### config.mk
export PLATFORM = sky130hd
export DESIGN_NAME = alu_control_mdu_flat
export DESIGN_NICKNAME = d
export VERILOG_FILES = /design/src/rtl/alu_control_mdu_pkg.sv /design/src/rtl/alu_control_mdu_if.sv /design/src/rtl/alu_control_mdu_seq.sv /design/src/rtl/alu_control_mdu.sv /design/src/flat_wrapper.sv
export SDC_FILE = /design/constraint.sdc
export NUM_CORES = 1
export LEC_CHECK = 0
export ABC_AREA = 1
export BUFFER_PORTS_ARGS = -buffer_cell sky130_fd_sc_hd__buf_2
export CORE_MARGIN = 2
export CORE_UTILIZATION = 25
export CTS_CLUSTER_DIAMETER = 100
export DETAILED_ROUTE_END_ITERATION = 7
export GPL_ROUTABILITY_DRIVEN = 0
export PLACE_DENSITY_LB_ADDON = 0.12
export SYNTH_ARGS = -nofsm -noshare
export SYNTH_HDL_FRONTEND = slang
export SYNTH_SLANG_ARGS = --single-unit
### constraint.sdc
create_clock -name clk -period 3.31 [get_ports clk]
set_input_delay 0.8275 -clock clk [delete_from_list [all_inputs] [get_ports clk]]
set_output_delay 0.8275 -clock clk [all_outputs]
set_load 0.02 [all_outputs]
### src/rtl/alu_control_mdu_pkg.sv
// Shared encodings for the EX-stage ALU control decoder and its multiply/divide sequencer.
package alu_pkg;

    localparam logic [3:0] ALU_AND = 4'b0000;
    localparam logic [3:0] ALU_OR  = 4'b0001;
    localparam logic [3:0] ALU_XOR = 4'b0010;
    localparam logic [3:0] ALU_NOR = 4'b0011;
    localparam logic [3:0] ALU_ADD = 4'b0101;
    localparam logic [3:0] ALU_SUB = 4'b0110;
    localparam logic [3:0] ALU_SLT = 4'b0111;
    localparam logic [3:0] ALU_SRL = 4'b1000;
    localparam logic [3:0] ALU_SLL = 4'b1001;
    localparam logic [3:0] ALU_SRA = 4'b1010;
    localparam logic [3:0] ALU_MF  = 4'b1111;

    localparam logic [2:0] CLS_RTYPE  = 3'b000;
    localparam logic [2:0] CLS_ADDI   = 3'b001;
    localparam logic [2:0] CLS_BRANCH = 3'b010;
    localparam logic [2:0] CLS_SLTI   = 3'b011;
    localparam logic [2:0] CLS_MEM    = 3'b100;
    localparam logic [2:0] CLS_ANDI   = 3'b101;
    localparam logic [2:0] CLS_ORI    = 3'b110;
    localparam logic [2:0] CLS_XORI   = 3'b111;

    localparam logic [5:0] FN_SLL   = 6'b000000;
    localparam logic [5:0] FN_SRL   = 6'b000010;
    localparam logic [5:0] FN_SRA   = 6'b000011;
    localparam logic [5:0] FN_MFHI  = 6'b010000;
    localparam logic [5:0] FN_MTHI  = 6'b010001;
    localparam logic [5:0] FN_MFLO  = 6'b010010;
    localparam logic [5:0] FN_MTLO  = 6'b010011;
    localparam logic [5:0] FN_MULT  = 6'b011000;
    localparam logic [5:0] FN_MULTU = 6'b011001;
    localparam logic [5:0] FN_DIV   = 6'b011010;
    localparam logic [5:0] FN_DIVU  = 6'b011011;
    localparam logic [5:0] FN_ADD   = 6'b100000;
    localparam logic [5:0] FN_ADDU  = 6'b100001;
    localparam logic [5:0] FN_SUB   = 6'b100010;
    localparam logic [5:0] FN_SUBU  = 6'b100011;
    localparam logic [5:0] FN_AND   = 6'b100100;
    localparam logic [5:0] FN_OR    = 6'b100101;
    localparam logic [5:0] FN_XOR   = 6'b100110;
    localparam logic [5:0] FN_NOR   = 6'b100111;
    localparam logic [5:0] FN_SLT   = 6'b101010;

    localparam logic [1:0] HILO_NONE = 2'b00;
    localparam logic [1:0] HILO_HI   = 2'b10;
    localparam logic [1:0] HILO_LO   = 2'b01;

    // Values match funct[1:0] of the four mult/div instructions.
    typedef enum logic [1:0] {
        MD_MULT  = 2'b00,
        MD_MULTU = 2'b01,
        MD_DIV   = 2'b10,
        MD_DIVU  = 2'b11
    } md_kind_t;

    typedef enum logic [1:0] {
        SEQ_IDLE = 2'b00,
        SEQ_RUN  = 2'b01,
        SEQ_FIX  = 2'b10
    } seq_state_t;

endpackage

### src/rtl/alu_control_mdu_if.sv
// Bundle between the ID/EX register (master) and the ALU control/MDU block (slave).
interface alu_control_mdu_if #(
    parameter int DATA_W = 32
);
    logic              in_valid;
    logic              in_ready;
    logic [2:0]        alu_op;
    logic [5:0]        funct;
    logic [DATA_W-1:0] rs_val;
    logic [DATA_W-1:0] rt_val;
    logic [3:0]        op;
    logic              op_valid;
    logic [1:0]        hilo_sel;
    logic              illegal;
    logic              mdu_busy;
    logic [DATA_W-1:0] hi;
    logic [DATA_W-1:0] lo;
    logic              div_by_zero;

    modport master (
        output in_valid, alu_op, funct, rs_val, rt_val,
        input  in_ready, op, op_valid, hilo_sel, illegal, mdu_busy, hi, lo, div_by_zero
    );

    modport slave (
        input  in_valid, alu_op, funct, rs_val, rt_val,
        output in_ready, op, op_valid, hilo_sel, illegal, mdu_busy, hi, lo, div_by_zero
    );
endinterface

### src/rtl/alu_control_mdu_seq.sv
// Iterative multiply/divide sequencer: magnitude shift-add / restoring divide, then sign fix-up into HI/LO.
module mdu_seq
    import alu_pkg::*;
#(
    parameter int DATA_W = 32
) (
    input  logic              clk,
    input  logic              rst_n,
    input  logic              start,
    input  md_kind_t          kind,
    input  logic [DATA_W-1:0] a,
    input  logic [DATA_W-1:0] b,
    input  logic              wr_hi,
    input  logic              wr_lo,
    input  logic [DATA_W-1:0] wr_data,
    output logic              busy,
    output logic [DATA_W-1:0] hi,
    output logic [DATA_W-1:0] lo,
    output logic              div_by_zero
);
    localparam int CNT_W = $clog2(DATA_W);
    localparam logic [CNT_W-1:0] LAST = CNT_W'(DATA_W - 1);

    seq_state_t state, state_next;

    logic [CNT_W-1:0]    count;
    logic                is_div;
    logic                neg_q;
    logic                neg_r;
    logic                dz;
    logic [DATA_W-1:0]   dividend;
    logic [DATA_W-1:0]   mag_b;
    logic [DATA_W-1:0]   acc_hi;
    logic [DATA_W-1:0]   acc_lo;

    logic                sgn_a, sgn_b;
    logic [DATA_W:0]     mul_sum;
    logic [DATA_W:0]     div_sh;
    logic                div_take;
    logic [DATA_W-1:0]   div_diff;
    logic [DATA_W-1:0]   step_hi, step_lo;
    logic [2*DATA_W-1:0] prod_fix;
    logic [DATA_W-1:0]   quot_fix, rem_fix;

    always_ff @(posedge clk) begin
        if (!rst_n) state <= SEQ_IDLE;
        else        state <= state_next;
    end

    always_comb begin
        state_next = state;
        case (state)
            SEQ_IDLE: if (start) state_next = SEQ_RUN;
            SEQ_RUN:  if (count == LAST) state_next = SEQ_FIX;
            SEQ_FIX:  state_next = SEQ_IDLE;
            default:  state_next = SEQ_IDLE;
        endcase
    end

    assign busy  = (state != SEQ_IDLE);
    assign sgn_a = (kind == MD_MULT || kind == MD_DIV) && a[DATA_W-1];
    assign sgn_b = (kind == MD_MULT || kind == MD_DIV) && b[DATA_W-1];

    // {acc_hi, acc_lo} is the product (shifting right) or remainder:quotient (shifting left).
    always_comb begin
        mul_sum  = {1'b0, acc_hi} + (acc_lo[0] ? {1'b0, mag_b} : '0);
        div_sh   = {acc_hi, acc_lo[DATA_W-1]};
        div_take = (div_sh >= {1'b0, mag_b});
        div_diff = div_sh[DATA_W-1:0] - mag_b;
        if (is_div) begin
            step_hi = div_take ? div_diff : div_sh[DATA_W-1:0];
            step_lo = {acc_lo[DATA_W-2:0], div_take};
        end else begin
            step_hi = mul_sum[DATA_W:1];
            step_lo = {mul_sum[0], acc_lo[DATA_W-1:1]};
        end
        prod_fix = neg_q ? -{acc_hi, acc_lo} : {acc_hi, acc_lo};
        quot_fix = neg_q ? -acc_lo : acc_lo;
        rem_fix  = neg_r ? -acc_hi : acc_hi;
    end

    always_ff @(posedge clk) begin
        if (!rst_n) begin
            count       <= '0;
            is_div      <= 1'b0;
            neg_q       <= 1'b0;
            neg_r       <= 1'b0;
            dz          <= 1'b0;
            dividend    <= '0;
            mag_b       <= '0;
            acc_hi      <= '0;
            acc_lo      <= '0;
            hi          <= '0;
            lo          <= '0;
            div_by_zero <= 1'b0;
        end else begin
            case (state)
                SEQ_IDLE: begin
                    if (start) begin
                        count       <= '0;
                        is_div      <= kind[1];
                        neg_q       <= sgn_a ^ sgn_b;
                        neg_r       <= sgn_a;
                        dz          <= kind[1] && (b == '0);
                        dividend    <= a;
                        mag_b       <= sgn_b ? -b : b;
                        acc_hi      <= '0;
                        acc_lo      <= sgn_a ? -a : a;
                        div_by_zero <= 1'b0;
                    end else begin
                        if (wr_hi) hi <= wr_data;
                        if (wr_lo) lo <= wr_data;
                    end
                end
                SEQ_RUN: begin
                    count  <= count + 1'b1;
                    acc_hi <= step_hi;
                    acc_lo <= step_lo;
                end
                SEQ_FIX: begin
                    if (is_div && dz) begin
                        hi <= dividend;
                        lo <= '1;
                    end else if (is_div) begin
                        hi <= rem_fix;
                        lo <= quot_fix;
                    end else begin
                        hi <= prod_fix[2*DATA_W-1:DATA_W];
                        lo <= prod_fix[DATA_W-1:0];
                    end
                    div_by_zero <= dz;
                end
                default: ;
            endcase
        end
    end
endmodule

### src/rtl/alu_control_mdu.sv
// EX-stage ALU control: registered op decode, HI/LO moves, and handshake stalling on the mult/div sequencer.
module alu_control_mdu
    import alu_pkg::*;
#(
    parameter int DATA_W = 32
) (
    input logic              clk,
    input logic              rst_n,
    alu_control_mdu_if.slave bus
);
    logic       accept;
    logic       busy;
    logic [3:0] op_d, op_q;
    logic       op_valid_d, op_valid_q;
    logic [1:0] sel_d, sel_q;
    logic       illegal_d, illegal_q;
    logic       md_start, wr_hi, wr_lo;

    logic [DATA_W-1:0] hi, lo;
    logic              div_by_zero;

    assign accept = bus.in_valid && !busy;

    always_comb begin
        op_d       = ALU_ADD;
        op_valid_d = 1'b0;
        sel_d      = HILO_NONE;
        illegal_d  = 1'b0;
        md_start   = 1'b0;
        wr_hi      = 1'b0;
        wr_lo      = 1'b0;
        if (accept) begin
            op_valid_d = 1'b1;
            if (bus.alu_op == CLS_RTYPE) begin
                case (bus.funct)
                    FN_ADD, FN_ADDU: op_d = ALU_ADD;
                    FN_SUB, FN_SUBU: op_d = ALU_SUB;
                    FN_AND:          op_d = ALU_AND;
                    FN_OR:           op_d = ALU_OR;
                    FN_XOR:          op_d = ALU_XOR;
                    FN_NOR:          op_d = ALU_NOR;
                    FN_SLT:          op_d = ALU_SLT;
                    FN_SLL:          op_d = ALU_SLL;
                    FN_SRL:          op_d = ALU_SRL;
                    FN_SRA:          op_d = ALU_SRA;
                    FN_MFHI: begin
                        op_d  = ALU_MF;
                        sel_d = HILO_HI;
                    end
                    FN_MFLO: begin
                        op_d  = ALU_MF;
                        sel_d = HILO_LO;
                    end
                    FN_MTHI: begin
                        op_valid_d = 1'b0;
                        wr_hi      = 1'b1;
                    end
                    FN_MTLO: begin
                        op_valid_d = 1'b0;
                        wr_lo      = 1'b1;
                    end
                    FN_MULT, FN_MULTU, FN_DIV, FN_DIVU: begin
                        op_valid_d = 1'b0;
                        md_start   = 1'b1;
                    end
                    default: begin
                        op_valid_d = 1'b0;
                        illegal_d  = 1'b1;
                    end
                endcase
            end else begin
                case (bus.alu_op)
                    CLS_ADDI, CLS_MEM: op_d = ALU_ADD;
                    CLS_BRANCH:        op_d = ALU_SUB;
                    CLS_SLTI:          op_d = ALU_SLT;
                    CLS_ANDI:          op_d = ALU_AND;
                    CLS_ORI:           op_d = ALU_OR;
                    CLS_XORI:          op_d = ALU_XOR;
                    default:           op_d = ALU_ADD;
                endcase
            end
        end
    end

    always_ff @(posedge clk) begin
        if (!rst_n) begin
            op_q       <= '0;
            op_valid_q <= 1'b0;
            sel_q      <= HILO_NONE;
            illegal_q  <= 1'b0;
        end else begin
            op_valid_q <= op_valid_d;
            sel_q      <= sel_d;
            illegal_q  <= illegal_d;
            if (accept) op_q <= op_d;
        end
    end

    mdu_seq #(
        .DATA_W (DATA_W)
    ) u_seq (
        .clk         (clk),
        .rst_n       (rst_n),
        .start       (md_start),
        .kind        (md_kind_t'(bus.funct[1:0])),
        .a           (bus.rs_val),
        .b           (bus.rt_val),
        .wr_hi       (wr_hi),
        .wr_lo       (wr_lo),
        .wr_data     (bus.rs_val),
        .busy        (busy),
        .hi          (hi),
        .lo          (lo),
        .div_by_zero (div_by_zero)
    );

    assign bus.in_ready    = !busy;
    assign bus.mdu_busy    = busy;
    assign bus.op          = op_q;
    assign bus.op_valid    = op_valid_q;
    assign bus.hilo_sel    = sel_q;
    assign bus.illegal     = illegal_q;
    assign bus.hi          = hi;
    assign bus.lo          = lo;
    assign bus.div_by_zero = div_by_zero;
endmodule

### src/flat_wrapper.sv
// flat-port wrapper written by rule: the top's interface ports become plain ports
module alu_control_mdu_flat import alu_pkg::*;
#(
    parameter int DATA_W = 32
)
  (clk, rst_n, bus_in_valid, bus_alu_op, bus_funct, bus_rs_val, bus_rt_val, bus_in_ready, bus_op, bus_op_valid, bus_hilo_sel, bus_illegal, bus_mdu_busy, bus_hi, bus_lo, bus_div_by_zero);
  alu_control_mdu_if #(.DATA_W(DATA_W)) bus_i ();
  input logic clk;
  input logic rst_n;
  input wire logic [$bits(bus_i.in_valid)-1:0] bus_in_valid;
  input wire logic [$bits(bus_i.alu_op)-1:0] bus_alu_op;
  input wire logic [$bits(bus_i.funct)-1:0] bus_funct;
  input wire logic [$bits(bus_i.rs_val)-1:0] bus_rs_val;
  input wire logic [$bits(bus_i.rt_val)-1:0] bus_rt_val;
  output wire logic [$bits(bus_i.in_ready)-1:0] bus_in_ready;
  output wire logic [$bits(bus_i.op)-1:0] bus_op;
  output wire logic [$bits(bus_i.op_valid)-1:0] bus_op_valid;
  output wire logic [$bits(bus_i.hilo_sel)-1:0] bus_hilo_sel;
  output wire logic [$bits(bus_i.illegal)-1:0] bus_illegal;
  output wire logic [$bits(bus_i.mdu_busy)-1:0] bus_mdu_busy;
  output wire logic [$bits(bus_i.hi)-1:0] bus_hi;
  output wire logic [$bits(bus_i.lo)-1:0] bus_lo;
  output wire logic [$bits(bus_i.div_by_zero)-1:0] bus_div_by_zero;
  assign bus_i.in_valid = bus_in_valid;
  assign bus_i.alu_op = bus_alu_op;
  assign bus_i.funct = bus_funct;
  assign bus_i.rs_val = bus_rs_val;
  assign bus_i.rt_val = bus_rt_val;
  assign bus_in_ready = bus_i.in_ready;
  assign bus_op = bus_i.op;
  assign bus_op_valid = bus_i.op_valid;
  assign bus_hilo_sel = bus_i.hilo_sel;
  assign bus_illegal = bus_i.illegal;
  assign bus_mdu_busy = bus_i.mdu_busy;
  assign bus_hi = bus_i.hi;
  assign bus_lo = bus_i.lo;
  assign bus_div_by_zero = bus_i.div_by_zero;
  alu_control_mdu #(.DATA_W(DATA_W)) u_core (.clk(clk), .rst_n(rst_n), .bus(bus_i));
endmodule
-- Word-level counts from Yosys, hierarchy flattened
Index checks and enable logic that the tools add are counted.
- flip-flop bits (word level): 212
- output and inout bits: 75
- word-level logic and storage cells: 134
- input port bits: 76
- bitwise gates (word level): 1
- eq/ne operators: 33
- muxes and demuxes: 46
- $add $sub $neg: 8
- reductions and logical operators: 28
- $lt $le $gt $ge: 1
- operators by type and width (operator ; count):
    32-bit 2-to-1 mux ; 18
    32-bit one-hot mux with 2 select lines ; 4
    32-bit negation ; 4
    64-bit 2-to-1 mux ; 1
    64-bit negation ; 1
    6-bit equality test (second input constant) ; 9
    6-bit by 5-bit equality test with 1-bit output (second input constant) ; 8
    4-bit one-hot mux with 10 select lines ; 1
    32-bit by 32-bit adder with 33-bit output ; 1
    33-bit by 32-bit greater-or-equal comparator with 1-bit output ; 1
    32-bit zero test ; 1
    32-bit subtractor ; 1
    20-bit OR reduction ; 1
    3-bit one-hot mux with 5 select lines ; 1
    14-bit OR reduction ; 1
    1-bit 2-to-1 mux ; 13
    6-bit by 2-bit equality test with 1-bit output (second input constant) ; 2
    5-bit one-hot mux with 2 select lines ; 1
    2-bit AND reduction ; 5
    3-bit equality test (second input constant) ; 3
    3-bit AND reduction ; 3
    2-bit inequality test (second input constant) ; 4
    2-bit one-hot mux with 2 select lines ; 2
    3-bit by 2-bit equality test with 1-bit output (second input constant) ; 2
    19 further kinds ; 29

-- Logic depth before layout (Yosys ltp)
Gate-level depths: netlist of run 1.
- depth after elaboration: 7
- mapped depth: 20
- mapped depth without buffers: 18

-- By module
From an unflattened synthesis of run 1, not the netlist that was laid out.
- cell total of the unflattened synthesis: 3398
- area, all modules: 19149.6 sq um
- by module, submodules not included (module ; area each (sq um) ; times used ; cells each):
    mdu_seq ; 18542.8 ; 1 ; 3303
    alu_control_mdu ; 606.8 ; 1 ; 95

-- Worst setup path after synthesis of run 1
Ideal clock, no wire load.
- path kind: flip-flop to flip-flop
- start: reg u_core.u_seq.acc_lo[0]
- end: reg u_core.u_seq.acc_hi[27]
- buffers on the path: 2
- stages on the path, launching flop included: 20
- setup slack: 825 ps
- required time: 3176 ps
- arrival time: 2351 ps
- setup time: 134 ps
- cell sequence: dfxtp_1 buf_2 clkbuf_1 nand2_1 inv_1 ha_1 inv_1 fa_1 inv_1 nand3_1 nand3_1 nand2_1 nand3_1 nand2_1 nand3_1 nand2_1 nor2_1 nor2_1 nand2_1 a21oi_1
- longest elaborated chain between the ends: 4
- ends and longest elaborated chain (element ; line ; RTL):
    start, declared ; alu_control_mdu_seq.sv:34 ; logic [DATA_W-1:0] acc_lo;
    start signal, assigned ; alu_control_mdu_seq.sv:108 ; acc_lo <= sgn_a ? -a : a;
    start signal, assigned ; alu_control_mdu_seq.sv:118 ; acc_lo <= step_lo;
    32-bit 2-to-1 mux ; alu_control_mdu_seq.sv:66 ; mul_sum = {1'b0, acc_hi} + (acc_lo[0] ? {1'b0, mag_b} : '0);
    32-bit by 32-bit adder with 33-bit output ; alu_control_mdu_seq.sv:66 ;
    32-bit 2-to-1 mux ; alu_control_mdu_seq.sv:70 ; if (is_div) begin
    32-bit one-hot mux with 2 select lines ; alu_control_mdu_seq.sv:97 ; case (state)
    end signal, assigned ; alu_control_mdu_seq.sv:117 ; acc_hi <= step_hi;
    end, declared ; alu_control_mdu_seq.sv:33 ; logic [DATA_W-1:0] acc_hi;
No other way between the ends.
A chain may end at the register's enable or synchronous reset.

-- Final worst setup path of run 1
- start: reg u_core.u_seq.acc_lo[0]
- end: reg u_core.u_seq.acc_hi[15]
The elaborated chain is that of the path after synthesis.

==> results of run 1 <==
[flip-flops by register name, indices dropped and copies added, names as in the netlist]
signal                    count
u_core.bus.hilo_sel           2
u_core.bus.illegal            1
u_core.bus.op                 4
u_core.bus.op_valid           1
u_core.u_seq.acc_hi          32
u_core.u_seq.acc_lo          32
u_core.u_seq.count            5
u_core.u_seq.div_by_zero      1
u_core.u_seq.dividend        32
u_core.u_seq.dz               1
u_core.u_seq.hi              32
u_core.u_seq.is_div           1
u_core.u_seq.lo              32
u_core.u_seq.mag_b           32
u_core.u_seq.neg_q            1
u_core.u_seq.neg_r            1
u_core.u_seq.state            2
[worst min-delay path, cell delays in order, from the launching register on]
cell	delay [ns]
dfxtp_1	0.31
nand2_1	0.06
a21oi_1	0.05
[cells in the mapped netlist, drive strengths merged]
cell type,n,area share [%]
nor3,48,1.4
nand4,24,0.78
or2,5,0.16
ha,70,4.5
nand3b,8,0.31
a21oi,318,8.4
o22ai,2,0.065
dfxtp,212,22
clkbuf,85,1.6
nor4,9,0.29
nor2,447,8.9
nand2,980,19
a31oi,22,0.71
a221oi,2,0.090
o31ai,7,0.30
a211oi,3,0.12
o21ai,328,8.5
nand3,278,7.3
xor2,46,2.1
clkinv,4,0.077
a21boi,1,0.039
and2,10,0.32
nor3b,1,0.039
inv,517,10
fa,2,0.21
buf,52,1.5
o2111ai,1,0.045
xnor2,7,0.32
o21a,1,0.039
o211ai,8,0.31
o21bai,4,0.16
a21o,2,0.077
o311ai,1,0.045
[metrics by stage]
stage / instances / hold WS [ns]
2_1_floorplan: 3505 / 0.4402
3_3_place_gp: 4636 / 0.4539
3_5_place_dp: 4636 / 0.4573
4_1_cts: 4684 / 0.4671
5_1_grt: 4684 / 0.4918
6_report: 4684 / 0.4624
[worst max-delay path by stage]
stage / start / end / slack (ns) / depth (start not counted)
5_1_grt: u_core.u_seq.acc_lo[0] / u_core.u_seq.acc_hi[15] / 0.27 / 18
3_5_place_dp: bus_alu_op[1] / u_core.u_seq.neg_q / 0.46 / 10
2_1_floorplan: u_core.u_seq.acc_lo[0] / u_core.u_seq.acc_hi[27] / 0.83 / 19
3_3_place_gp: bus_alu_op[0] / u_core.u_seq.acc_lo[0] / 0.53 / 11
4_1_cts: u_core.u_seq.acc_lo[0] / u_core.u_seq.acc_hi[15] / 0.51 / 18
6_report: u_core.u_seq.acc_lo[0] / u_core.u_seq.acc_hi[15] / 0.46 / 18
[final cells by class]
cell class | instances | area (um^2)
repair buffers | 228 | 1414
fillers | 9085 | 54620
multi-input cells | 2635 | 12590
well taps | 1040 | 1301
clock inverters | 12 | 187.7
flip-flops and latches | 212 | 4249
clock buffers | 36 | 759.5
inverters | 521 | 1956
[layout by cell type (no fill, tap or decap), drive strengths merged, types with 36 or more instances in the layout]
master / synthesis / final
a21oi: 318 / 318
buf: 52 / 228
clkbuf: 85 / 36
dfxtp: 212 / 212
ha: 70 / 70
inv: 517 / 519
nand2: 980 / 980
nand3: 278 / 278
nor2: 447 / 447
nor3: 48 / 48
o21ai: 328 / 328
xor2: 46 / 46
[where the power goes]
part / internal (W) / switching (W) / leakage [nW] / total, W
logic: 0.000203 / 0.000495 / 9.58 / 0.000698
registers: 0.00256 / 0.0000121 / 1.71 / 0.00257
clock network: 0.00193 / 0.00135 / 0.457 / 0.00328
total: 0.00469 / 0.00186 / 11.7 / 0.00655
[metal layers]
metal / up-vias / track usage, % / wire, um
li1: 11440 / - / -
met1: 10440 / 34.89 / 46640
met2: 694 / 33.72 / 38200
met3: 106 / 3.362 / 6292
met4: 0 / 6.214 / 2470
met5: - / 0 / 0
[logic make-up (layout without fill, tap and decap cells)]
group                      count (synthesis)  after routing  share of synthesized area, %
AOI/OAI and AO/OA                        700            700                         18.93
buffers and inverters                    658            797                         13.22
xor gates and xnor gates                  53             53                         2.397
DFF                                      212            212                         21.91
and+or+nand+nor                         1810           1810                         38.81
adders and majority gates                 72             72                         4.728
==> results.md, run 1 <==
* P per Cell Area at 291.6 nW/um^2
* Via/cell ratio at 4.842
* Class of the worst hold path: reg -> reg
* FF-to-FF End: u_core.u_seq.acc_hi[15]
* Worst Max-Slew Pin Slew at 0.7952 ns
* Reg2reg start: u_core.u_seq.acc_lo[0]
* DIE AREA at 79,720 um^2
* Crit path max-delay family: simple AND/OR/NAND/NOR gates
* Peak supply drop at 0.3302 mV
* Floorplan Core Area at 77,080 um^2
* Final net count at 3,773
* Critical path fanouts, max at 6
* CTS tree: yes
* Total power at 0.006550 W
* Final Max Slew Viols at 0
* Input/output buffers at 150
* Most used cell along the critical path: nand2_1
* Final hold violation count at 0
* Post-route setup slack at 0.4624 ns
* Final setup viols at 0
* Initial antenna violation count at 2
* Hold Path Cell Cnt at 2
* Buffer depth of the longest clock path at 3
* Post-CTS Setup Bufs at 0
* Io pins at 151
* Pre-CTS setup slack at 0.4613 ns
* Share of cells above drive strength 1 at 9.577%
* Crit path launch type: register
* Total Routing Usage GR at 23.13%
* Largest net degree at the start of global routing at 70
* Worst path buffer plus inverter count at 5
* Setup crit end kind: register
* Starting Density at 25.13%
* Reg2Reg Depth at 18
* Initial drt markers at 1,734
* Tcrit/Tclk final at 86.03%
* Crit path DAT at 3.30 ns
* Final Util at 29.14%
* Cell Area, Placed at 21,510 um^2
* Antenna diode count at 0
* TritonCTS Sinks at 212
* Grt ovf at 0
* Vias at 22,680
* Worst min-delay path startpoint: u_core.u_seq.count[3]
* Vias in the first global route at 21,420
* Routed WL per cell at 19.98 um
* Cell Chain, Critical Path: nand2_1 -> inv_1 -> ha_1 -> inv_1 -> fa_1 -> inv_1 -> nand3_1 -> nand3_1 -> nand2_1 -> nand3_1 -> buf_4 -> nand2_1 -> nand2_1 -> nor2_1 -> o21ai_0 -> inv_1 -> nand2_1 -> a21oi_1
* Row count at 102
* Min Clock Period, post-route at 2.848 ns
* Max_slew headroom at 46.99%
* Die X-Extent at 282.4 um
* Syn_area_per_cell at 5.526 um^2
* DRC viols at 0
* Routed wire length at 93,600 um
* Fin area at 22,460 um^2
* Register area share after synthesis at 21.91%
* Post-synth cell types at 52
* Flop2flop setup slack at 0.46 ns
* F_max at 0.3512 GHz
* ANT nets after route at 0
* Post-DP HPWL at 74,070 um
* LEAKAGE at 11.75 nW
* RSZ-0062 raised after global routing: false
* Setup_tns at 0 ns
* Status: completed
* First-pass GRT wire length at 139,600 um
* H-tree levels at 1
* Hold Crit Endpoint: u_core.u_seq.count[3]
* CP Data Required Time at 3.76 ns
* Mapped Cells at 3,505
* Mapped Area at 19,370 um^2
* Yosys reg bits at 212
* Inserted Clock Buffers at 27
* Synth Warn # at 0
* Syn Nets at 3,653
* Crit-path slowest cell: dfxtp_1
* Max cap viols at 0
* Die height at 282.4 um
* Worst-path clk slew at 0.07 ns
* Worst skew pair latency at 0.58 ns
* CTS resizes at 0
* Clock root buffer: clkbuf_16
* Area grow syn2layout at 15.95%
* Pre-Repair DR Iteration Count at 7
* Post-CTS Hold Buffers at 0
* Clock Skew at 0.01924 ns
* Crit path kind: reg -> reg
* Slowest stage delay, CP at 0.48 ns
Note: power is estimated with default switching activity, not from simulation.
==> inputs of run 2 (changes only) <==
Settings changed: SYNTH_HIERARCHICAL set to 1.
==> results.md, run 2 <==
* Net Switching at 0.002015 W (was 0.001855 W)
* Comb power frac at 10.5% (was 10.7%)
* Worst path buffer plus inverter count at 3 (was 5)
* H-tree levels at 2 (was 1)
* Clock network fraction of design power at 52.9% (was 50.0%)
* Reg2reg start: u_core/u_seq/acc_lo[0] (was u_core.u_seq.acc_lo[0])
* Register area share after synthesis at 22.16% (was 21.91%)
* Synth Flop Type: dfxtp_1 (unchanged)
* Final Max Slew Viols at 0 (unchanged)
* Die X-Extent at 280.8 um (was 282.4 um)
* Setup crit end kind: register (unchanged)
* Syn_area_per_cell at 5.636 um^2 (was 5.526 um^2)
* Clock Skew at 0.02194 ns (was 0.01924 ns)
* Final hold violation count at 0 (unchanged)
* Worst min-delay path startpoint: u_core/u_seq/count[3] (was u_core.u_seq.count[3])
* Status: completed (unchanged)
* TritonCTS Sinks at 212 (unchanged)
* CTS resizes at 0 (unchanged)
* Hold Path Cell Cnt at 2 (unchanged)
* Class of the worst hold path: reg -> reg (unchanged)
* Reg2Reg Depth at 14 (was 18)
* Via/cell ratio at 4.957 (was 4.842)
* CTS tree: yes (unchanged)
* DRC viols at 0 (unchanged)
* Starting Density at 25.21% (was 25.13%)
* Buffer depth of the longest clock path at 3 (unchanged)
* FF-to-FF End: u_core/u_seq/lo[28] (was u_core.u_seq.acc_hi[15])
* Commonest non-fill, non-tap cell in the layout: nand2_1 (unchanged)
* Stages on the worst setup path at 14 (was 18)
* Cell Area, Placed at 21,450 um^2 (was 21,510 um^2)
* Commonest cells after routing, fill and taps aside: 836 x nand2_1, 437 x inv_1, 430 x nor2_1 (was 968 x nand2_1, 500 x inv_1, 429 x nor2_1)
* Crit path kind: reg -> reg (unchanged)
* Worst-path clk slew at 0.06 ns (was 0.07 ns)
* Crit path DAT at 3.37 ns (was 3.30 ns)
* Peak supply drop at 0.3091 mV (was 0.3302 mV)
* LEAKAGE at 11.49 nW (was 11.75 nW)
* Post-synth EDFFs at 0 (unchanged)
* Antenna diode count at 0 (unchanged)
* Initial drt markers at 2,230 (was 1,734)
* Crit-path slowest cell: o21ai_2 (was dfxtp_1)
* Final std cells w/o fill at 4,590 (was 4,684)
* Post-synth cell types at 50 (was 52)
* CP Data Required Time at 3.74 ns (was 3.76 ns)
* P per Cell Area at 312.1 nW/um^2 (was 291.6 nW/um^2)
* Sequential share of power at 36.6% (was 39.3%)
* Mapped Area at 19,150 um^2 (was 19,370 um^2)
* Worst Max-Slew Pin Slew at 0.9162 ns (was 0.7952 ns)
* Setup_tns at 0 ns (unchanged)
* Routed WL per cell at 20.58 um (was 19.98 um)
* Critical path fanouts, max at 20 (was 6)
* Share of cells above drive strength 1 at 11.29% (was 9.577%)
* Max_slew headroom at 38.92% (was 46.99%)
* Internal power at 0.005026 W (was 0.004694 W)
* Biggest area consumer among synthesized cells: dfxtp_1 (unchanged)
* Post-CTS Hold Buffers at 0 (unchanged)
* Post-CTS Setup Bufs at 0 (unchanged)
* Post-DP HPWL at 74,040 um (was 74,070 um)
* Input/output buffers at 150 (unchanged)
* Final Util at 29.70% (was 29.14%)
* Tcrit/Tclk final at 88.96% (was 86.03%)
* Crit path launch type: register (unchanged)
* Fin area at 22,560 um^2 (was 22,460 um^2)
* Inserted Clock Buffers at 34 (was 27)
* First-pass GRT wire length at 139,100 um (was 139,600 um)
* Inst Count DP at 4,533 (was 4,636)
* Synth Warn # at 6 (was 0)
* Crit path max-delay family: compound AO/OA/AOI/OAI gates (was simple AND/OR/NAND/NOR gates)
* Synth top area cells: dfxtp_1 22%, nand2_1 16%, a21oi_1 8.7% (was dfxtp_1 22%, nand2_1 19%, inv_1 9.7%)
* RSZ-0062 raised after global routing: false (unchanged)
* Die height at 280.8 um (was 282.4 um)
* Fraction of registers with async set/reset at 0% (unchanged)
* Clock root buffer: clkbuf_16 (unchanged)
* Routed wire length at 94,440 um (was 93,600 um)
* Slowest stage delay, CP at 0.45 ns (was 0.48 ns)
* Io pins at 151 (unchanged)
* Floorplan Core Area at 75,950 um^2 (was 77,080 um^2)
* Vias in the first global route at 20,810 (was 21,420)
* DIE AREA at 78,830 um^2 (was 79,720 um^2)
* Cell Chain, Critical Path: buf_4 -> inv_2 -> ha_1 -> nand3_2 -> inv_1 -> nand2_1 -> nor2_1 -> nand2_1 -> o21ai_2 -> nor2_1 -> nor2_1 -> nand2_1 -> a21oi_1 -> a21oi_1 (was nand2_1 -> inv_1 -> ha_1 -> inv_1 -> fa_1 -> inv_1 -> nand3_1 -> nand3_1 -> nand2_1 -> nand3_1 -> buf_4 -> nand2_1 -> nand2_1 -> nor2_1 -> o21ai_0 -> inv_1 -> nand2_1 -> a21oi_1)
* Total Routing Usage GR at 23.54% (was 23.13%)
* Total power at 0.007040 W (was 0.006550 W)
* ANT nets after route at 0 (unchanged)
* Max cap viols at 0 (unchanged)
* Fillers at 8,765 (was 9,085)
* Vias at 22,750 (was 22,680)
* Yosys top cell area share at 22.16% (was 21.91%)
* Worst skew pair latency at 0.56 ns (was 0.58 ns)
* Flop2flop setup slack at 0.37 ns (was 0.46 ns)
* Final net count at 3,687 (was 3,773)
* Commonest cells post-synth: 838 x nand2_1, 438 x inv_1, 432 x nor2_1 (was 969 x nand2_1, 502 x inv_1, 431 x nor2_1)
* Area grow syn2layout at 17.81% (was 15.95%)
* Initial antenna violation count at 0 (was 2)
* Hold Crit Endpoint: u_core/u_seq/count[3] (was u_core.u_seq.count[3])
* Pre-Repair DR Iteration Count at 6 (was 7)
* F_max at 0.3396 GHz (was 0.3512 GHz)
* Largest net degree at the start of global routing at 151 (was 70)
* Row count at 101 (was 102)
* Grt ovf at 0 (unchanged)
* Syn Nets at 3,546 (was 3,653)
* Final setup viols at 0 (unchanged)
* Top-count cell post-synth: nand2_1 (unchanged)
* Switching Share at 28.62% (was 28.33%)
* Min Clock Period, post-route at 2.945 ns (was 2.848 ns)
* Yosys reg bits at 212 (unchanged)
* Mapped Cells at 3,398 (was 3,505)
## run 2: worst reg2reg max path, cell delays in order, from the launching register on
cell and delay (ns):
dfxtp_1 0.31, buf_4 0.24, inv_2 0.13, ha_1 0.20, nand3_2 0.17, inv_1 0.14
nand2_1 0.08, nor2_1 0.22, nand2_1 0.16, o21ai_2 0.45, nor2_1 0.08, nor2_1 0.10
nand2_1 0.06, a21oi_1 0.37, a21oi_1 0.11
## run 2: area by class of cell
cell class | instances | area (um^2) | share of cell area (%)
clock buffer | 44 | 939.7 | 4.165
timing repair buffer | 245 | 1567 | 6.944
clock inverter | 13 | 175.2 | 0.7764
inverter | 452 | 1698 | 7.526
sequential | 212 | 4247 | 18.82
multi-input combinational | 2594 | 12650 | 56.05
tap | 1030 | 1289 | 5.712
## run 2: cell families after synthesis
family          synth area share, %
compound gates                20.55
fa+ha+maj                     4.783
flops                         22.16
xor+xnor                      1.738
simple gates                  38.78
buf+inv                       11.99
## run 2: how the worst max path moves through the flow
stage                           startpoint                      end  slack (ns)
floorplan           u_core/u_seq/acc_lo[0]  u_core/u_seq/acc_hi[15]        0.66
global placement             bus_rt_val[0]   u_core/u_seq/mag_b[26]        0.21
detailed placement           bus_rt_val[0]   u_core/u_seq/mag_b[26]        0.26
CTS                 u_core/u_seq/acc_lo[0]  u_core/u_seq/acc_hi[29]        0.40
global route        u_core/u_seq/acc_lo[0]  u_core/u_seq/acc_hi[29]        0.10
finish              u_core/u_seq/acc_lo[0]      u_core/u_seq/lo[28]        0.37
## run 2: layer usage
metal	part of all wire, %	global-route usage, %	vias to the layer above	wire length, um
met4	2.1	5.046	0	1940
met5	0	0	-	0
met3	6.8	3.400	82	6429
met1	50	36.12	10580	47450
li1	-	-	11320	-
met2	41	34.12	775	38620
## run 2: power by group through the flow
| stage | clock network (W) | logic, W | registers (W) |
|---|---|---|---|
| 3_5_place_dp | 0 | 0.000728 | 0.00263 |
| 3_3_place_gp | 0 | 0.000733 | 0.00263 |
| 4_1_cts | 0.00384 | 0.000730 | 0.00257 |
| 2_1_floorplan | 0 | 0.000410 | 0.00263 |
| 5_1_grt | 0.00392 | 0.000808 | 0.00257 |
| 6_report | 0.00373 | 0.000740 | 0.00257 |
## run 2: through the flow
stage / setup WS (ns) / hold WS [ns]
3_3_place_gp: 0.2090 / 0.4602
6_report: 0.3654 / 0.4652
2_1_floorplan: 0.6617 / 0.4453
4_1_cts: 0.4021 / 0.4698
3_5_place_dp: 0.2594 / 0.4566
5_1_grt: 0.1021 / 0.4777
